--- src/rtl/life_gen_sched_if.sv ---
// Engine handshake between the generation scheduler and the cell-update engine.
// The scheduler side is the master: it issues gen_start and owns the grant.
interface life_gen_sched_if;
  logic gen_start;
  logic gen_done;
  logic eng_req;
  logic eng_gnt;

  modport master (
    output gen_start,
    output eng_gnt,
    input  gen_done,
    input  eng_req
  );

  modport slave (
    input  gen_start,
    input  eng_gnt,
    output gen_done,
    output eng_req
  );
endinterface

--- src/rtl/life_gen_sched.sv ---
// Game of Life generation scheduler: paces generations against the VGA raster,
// grants the engine the cell-RAM port in vblank and flips the display buffer.
module life_gen_sched #(
  parameter int FRAMES_PER_GEN = 8,
  parameter int H_LAST         = 799,
  parameter int V_LAST         = 524,
  parameter int V_VIS          = 480,
  parameter int GUARD          = 8
) (
  input  logic                   clk,
  input  logic                   reset,
  input  logic [9:0]             hpos,
  input  logic [9:0]             vpos,
  input  logic                   run,
  input  logic                   step,
  life_gen_sched_if.master       eng,
  output logic                   disp_buf,
  output logic                   busy,
  output logic                   overrun,
  output logic [15:0]            gen_count
);

  localparam logic [9:0] H_END    = 10'(H_LAST);
  localparam logic [9:0] V_END    = 10'(V_LAST);
  localparam logic [9:0] V_BLANK  = 10'(V_VIS);
  localparam logic [9:0] GNT_STOP = 10'(H_LAST - GUARD + 1);
  localparam logic [7:0] FPG_LAST = 8'(FRAMES_PER_GEN - 1);

  typedef enum logic [1:0] {
    IDLE,
    ARMED,
    RUN,
    WAIT_SWAP
  } state_t;

  state_t      state, state_nxt;
  logic [7:0]  frame_cnt, frame_cnt_nxt;
  logic        gen_start_q, gen_start_nxt;
  logic        eng_gnt_q, eng_gnt_nxt;
  logic        overrun_nxt;
  logic        disp_buf_nxt;
  logic [15:0] gen_count_nxt;

  logic frame_end;
  logic vbl_start;
  logic in_vblank;
  logic in_guard;

  assign frame_end = (hpos == H_END) && (vpos == V_END);
  assign vbl_start = (hpos == '0) && (vpos == V_BLANK);
  assign in_vblank = (vpos >= V_BLANK);
  // The grant is pulled back a few cycles before the raster wraps so the
  // display side regains the RAM port before the first visible pixel.
  assign in_guard  = (vpos == V_END) && (hpos >= GNT_STOP);

  assign eng_gnt_nxt = eng.eng_req && in_vblank && !in_guard;

  // NOTE: every signal driven here gets its default first, so no path through
  // the case statement leaves one unassigned and no latch is inferred.
  always_comb begin
    state_nxt     = state;
    frame_cnt_nxt = frame_cnt;
    gen_start_nxt = 1'b0;
    overrun_nxt   = 1'b0;
    disp_buf_nxt  = disp_buf;
    gen_count_nxt = gen_count;

    unique case (state)
      IDLE: begin
        if (run) begin
          if (frame_end) begin
            if (frame_cnt == FPG_LAST) begin
              frame_cnt_nxt = '0;
              state_nxt     = ARMED;
            end else begin
              frame_cnt_nxt = frame_cnt + 8'd1;
            end
          end
        end else begin
          frame_cnt_nxt = '0;
          if (step) state_nxt = ARMED;
        end
      end

      ARMED: begin
        if (vbl_start) begin
          state_nxt     = RUN;
          gen_start_nxt = 1'b1;
        end
      end

      RUN: begin
        // A completion that coincides with frame_end is not an overrun; the
        // swap simply waits for the next frame boundary.
        if (eng.gen_done) begin
          state_nxt = WAIT_SWAP;
        end else if (frame_end) begin
          overrun_nxt = 1'b1;
        end
      end

      WAIT_SWAP: begin
        if (frame_end) begin
          disp_buf_nxt  = ~disp_buf;
          gen_count_nxt = gen_count + 16'd1;
          frame_cnt_nxt = '0;
          state_nxt     = IDLE;
        end
      end

      default: state_nxt = IDLE;
    endcase
  end

  // NOTE: sequential state uses non-blocking assignments so every register
  // samples the pre-edge values regardless of statement order.
  always_ff @(posedge clk) begin
    if (!reset) begin
      state       <= IDLE;
      frame_cnt   <= '0;
      gen_start_q <= 1'b0;
      eng_gnt_q   <= 1'b0;
      overrun     <= 1'b0;
      disp_buf    <= 1'b0;
      gen_count   <= '0;
      busy        <= 1'b0;
    end else begin
      state       <= state_nxt;
      frame_cnt   <= frame_cnt_nxt;
      gen_start_q <= gen_start_nxt;
      eng_gnt_q   <= eng_gnt_nxt;
      overrun     <= overrun_nxt;
      disp_buf    <= disp_buf_nxt;
      gen_count   <= gen_count_nxt;
      busy        <= (state_nxt != IDLE);
    end
  end

  assign eng.gen_start = gen_start_q;
  assign eng.eng_gnt   = eng_gnt_q;

endmodule
--- src/flat_wrapper.sv ---
// flat-port wrapper written by rule: the top's interface ports become plain ports
module life_gen_sched_flat 
#(
  parameter int FRAMES_PER_GEN = 8,
  parameter int H_LAST         = 799,
  parameter int V_LAST         = 524,
  parameter int V_VIS          = 480,
  parameter int GUARD          = 8
)
  (clk, reset, hpos, vpos, run, step, disp_buf, busy, overrun, gen_count, eng_gen_start, eng_eng_gnt, eng_gen_done, eng_eng_req);
  life_gen_sched_if eng_i ();
  input  logic clk;
  input  logic reset;
  input  logic [9:0] hpos;
  input  logic [9:0] vpos;
  input  logic run;
  input  logic step;
  output logic disp_buf;
  output logic busy;
  output logic overrun;
  output logic [15:0] gen_count;
  output wire logic [$bits(eng_i.gen_start)-1:0] eng_gen_start;
  output wire logic [$bits(eng_i.eng_gnt)-1:0] eng_eng_gnt;
  input wire logic [$bits(eng_i.gen_done)-1:0] eng_gen_done;
  input wire logic [$bits(eng_i.eng_req)-1:0] eng_eng_req;
  assign eng_gen_start = eng_i.gen_start;
  assign eng_eng_gnt = eng_i.eng_gnt;
  assign eng_i.gen_done = eng_gen_done;
  assign eng_i.eng_req = eng_eng_req;
  life_gen_sched #(.FRAMES_PER_GEN(FRAMES_PER_GEN), .H_LAST(H_LAST), .V_LAST(V_LAST), .V_VIS(V_VIS), .GUARD(GUARD)) u_core (.clk(clk), .reset(reset), .hpos(hpos), .vpos(vpos), .run(run), .step(step), .eng(eng_i), .disp_buf(disp_buf), .busy(busy), .overrun(overrun), .gen_count(gen_count));
endmodule
--- config.mk ---
export PLATFORM = sky130hd
export DESIGN_NAME = life_gen_sched_flat
export DESIGN_NICKNAME = d
export VERILOG_FILES = /design/src/rtl/life_gen_sched_if.sv /design/src/rtl/life_gen_sched.sv /design/src/flat_wrapper.sv
export SDC_FILE = /design/constraint.sdc
export NUM_CORES = 1
export LEC_CHECK = 0
export CORE_ASPECT_RATIO = 0.75
export CORE_MARGIN = 2
export CORE_UTILIZATION = 31
export CTS_CLUSTER_SIZE = 10
export DETAILED_ROUTE_END_ITERATION = 7
export GPL_TIMING_DRIVEN = 1
export REMOVE_ABC_BUFFERS = 1
export SLEW_MARGIN = 20
export SYNTH_ARGS = -nofsm -noshare
export SYNTH_HDL_FRONTEND = slang
export SYNTH_SLANG_ARGS = --single-unit
--- constraint.sdc ---
create_clock -name clk -period 3.9 [get_ports clk]
set_clock_uncertainty 0.2 [all_clocks]
set_input_delay 0.78 -clock clk [delete_from_list [all_inputs] [get_ports clk]]
set_output_delay 0.78 -clock clk [all_outputs]
set_load 0.02 [all_outputs]
==> qor.yml <==
outcome: "finished clean"
grt_pass1_vias: 1590
num-fill-cells: 553
cp_slowest_cell: "or4b_4"
vdd_ir_drop_max_uv: 260.3
ant_nets: 0
finish.net_count: 286
fin_crit_sh_pct: 71.47
post_cts_resized: 0
ys_seq_area_share_pct: 35.86
die_area_sq_um: 6202
dpl.hpwl_um: 3271
num_antenna_cells: 0
placed_cell_area_sq_um: 2261
clk_pin_slew_ns: 0.06
cap_violations: 0
timing.setup.tns_ns: 0
num_vias: 1774
path_buf_inv: 1
synth_area_per_cell_sq_um: 8.162
io_pins: 47
worstPathRequired_ns: 3.87
pre_cts_slack_ns: 0.8332
synth_cells: 212
die_w_um: 90.27
worstMarginPinSlew_ns: 0.7396
cts_tree: "built"
fin_area_sq_um: 2379
finalWeightedCongestion: 0.8559
criticalPathCategory: "in2reg"
cts_setup_buffers: 0
core_sq_um: 5353
setup_viol: 0
start_util_pct: 32.33
grt_usage_pct: 15.63
routed_wl_um: 4473
drcViolationCount: 0
ys_types: 43
grt_max_degree: 37
drv_slew: 0
postLayoutCoreUtil_pct: 44.44
power_uw: 715.1
clk_latency_ns: 0.29
first_pass_iters: 4
cp_data_arrival_time_ns: 2.76
ys.flop_type: "dfxtp_1"
finalWorstSetupSlack_ns: 1.113
rows: 23
ctsHoldBuffers: 0
htreeDepth: 2
grt_most_used_layer: "met2"
hold_viol: 0
grt_first_pass_wirelength_um: 7741
area_growth_pct: 37.45
overflow: 0
cts_max_path_buffers: 2
worstSetupStartpointType: "input pin"
die_height_um: 68.71
grt_util_met3_pct: 4.022
drive_gt1_share_pct: 7.722
gr-usage-met1_pct: 21.52
drt-vias-per-instance: 5.311
yosys_warnings: 0
critPathTopFamily: "simple AND/OR/NAND/NOR gates"
ys_ff_latch: 31
avgRoutedWirePerCell_um: 13.39
root_buffer: "clkbuf_8"
synth_edf_count: 0
setup.worst_path.end_class: "flop"
clkSinkCount: 31
critical_path.cell_chain: "clkdlybuf4s50_1 > nor4b_4 > and4_4 > nand3_4 > or4b_4 > mux2i_1"
clock.fmax_ghz: 0.3587
drtIter0Drc: 103
port_buffers: 46
slowest_delay_ns: 0.57
min_period_ns: 2.787
p_leak_nw: 0.8430
p_per_area_nw_per_um2: 300.6
numCtsBuffers: 5
path_max_fanout: 19
relSlewSlack_pct: 50.51
synthArstFlopShare_pct: 0
min_path_type: "reg2reg"
antenna_found_initial: 0
synth_area_sq_um: 1730
grtUsageMet2_pct: 24.44
rsz0062_at_grt: "false"
## worst reg2reg max path, cell delays in order (launching register included)
cell and delay, ns:
dfxtp_1 0.33, ha_1 0.25, nand2_1 0.08, nor3_1 0.06, nor2_1 0.59, o21ai_0 0.20
a311oi_1 0.29
## through the flow
| stage | std cells | hold slack (ns) |
|---|---|---|
| after floorplan | 204 | 0.2404 |
| after global placement | 326 | 0.2637 |
| after detailed placement | 326 | 0.2677 |
| after CTS | 334 | 0.2860 |
| after global routing | 334 | 0.3210 |
| final | 334 | 0.2781 |
## logic make-up after synthesis
kind of cell | after synthesis | share of synthesized area, %
buffers and inverters | 12 | 2.675
adder cells (fa/ha/maj) | 2 | 1.446
XOR/XNOR | 3 | 1.519
flip-flops | 31 | 35.86
multiplexers | 8 | 4.628
AND/OR/NAND/NOR | 125 | 41.14
AO/OA/AOI/OAI | 31 | 12.73
## sequential cells by signal, summed over array words and instances (netlist names)
| name | count |
|---|---|
| u_core.busy | 1 |
| u_core.state | 2 |
| u_core.gen_count | 16 |
| u_core.eng.gen_start | 1 |
| u_core.overrun | 1 |
| u_core.disp_buf | 1 |
| u_core.frame_cnt | 8 |
| u_core.eng.eng_gnt | 1 |
## where the power goes
group / leakage [nW] / total (mW) / switching [mW] / internal [mW]
Sequential: 0.250 / 0.320 / 0.00177 / 0.318
Clock: 0.0612 / 0.333 / 0.127 / 0.207
Combinational: 0.532 / 0.0618 / 0.0297 / 0.0321
## final timing paths
path | slack (ns) | to | from | cells past startpoint
worst max-delay path | 1.11 | u_core.gen_count[15] | vpos[5] | 6
worst min-delay path | 0.28 | u_core.gen_count[15] | u_core.gen_count[15] | 2
worst max register to register | 1.80 | u_core.frame_cnt[7] | u_core.frame_cnt[0] | 6
worst min register to register | 0.28 | u_core.gen_count[15] | u_core.gen_count[15] | 2
## synthesized netlist by cell type (all sizes together) (4+ instances only)
| library cell | n | area, sq um |
|---|---|---|
| nand2 | 34 | 127.6 |
| dfxtp | 31 | 620.6 |
| nor2 | 17 | 63.81 |
| nand4 | 15 | 93.84 |
| nand2b | 12 | 75.07 |
| nand3 | 11 | 67.57 |
| mux2i | 8 | 80.08 |
| nor4 | 7 | 43.79 |
| o21ai | 7 | 35.03 |
| and3 | 6 | 37.54 |
| clkbuf | 6 | 22.52 |
| nor3 | 6 | 45.04 |
| and4 | 5 | 46.29 |
| inv | 4 | 15.01 |
## placed cells by master, fill, tap and decap left out, types with 4 or more instances in the layout
master           instances
nand2b_1                12
inv_1                    4
nand2_1                 34
clkbuf_8                 6
nand4_1                 15
and3_1                   6
dfxtp_1                 31
o21ai_0                  6
and4_1                   4
mux2i_1                  8
nand3_1                 10
nor2_1                  17
nor4_1                   7
clkdlybuf4s50_1         46
## layout make-up
class / count / area, sq um / share of cell area [%]
tap: 75 / 93.84 / 3.945
clock buffer: 6 / 82.58 / 3.472
clock inverter: 2 / 35.03 / 1.473
inverter: 4 / 15.01 / 0.6312
multi-input combinational: 169 / 1064 / 44.71
timing repair buffer: 47 / 467.9 / 19.67
sequential: 31 / 620.6 / 26.09
## layer usage
metal	wire, um	share of wire (%)	vias to the layer above
met5	0	0	-
met4	45	1.0	0
met3	236	5.3	8
met2	1847	41	48
met1	2343	52	831
li1	-	-	887
Note: power is estimated with default switching activity, not from simulation.
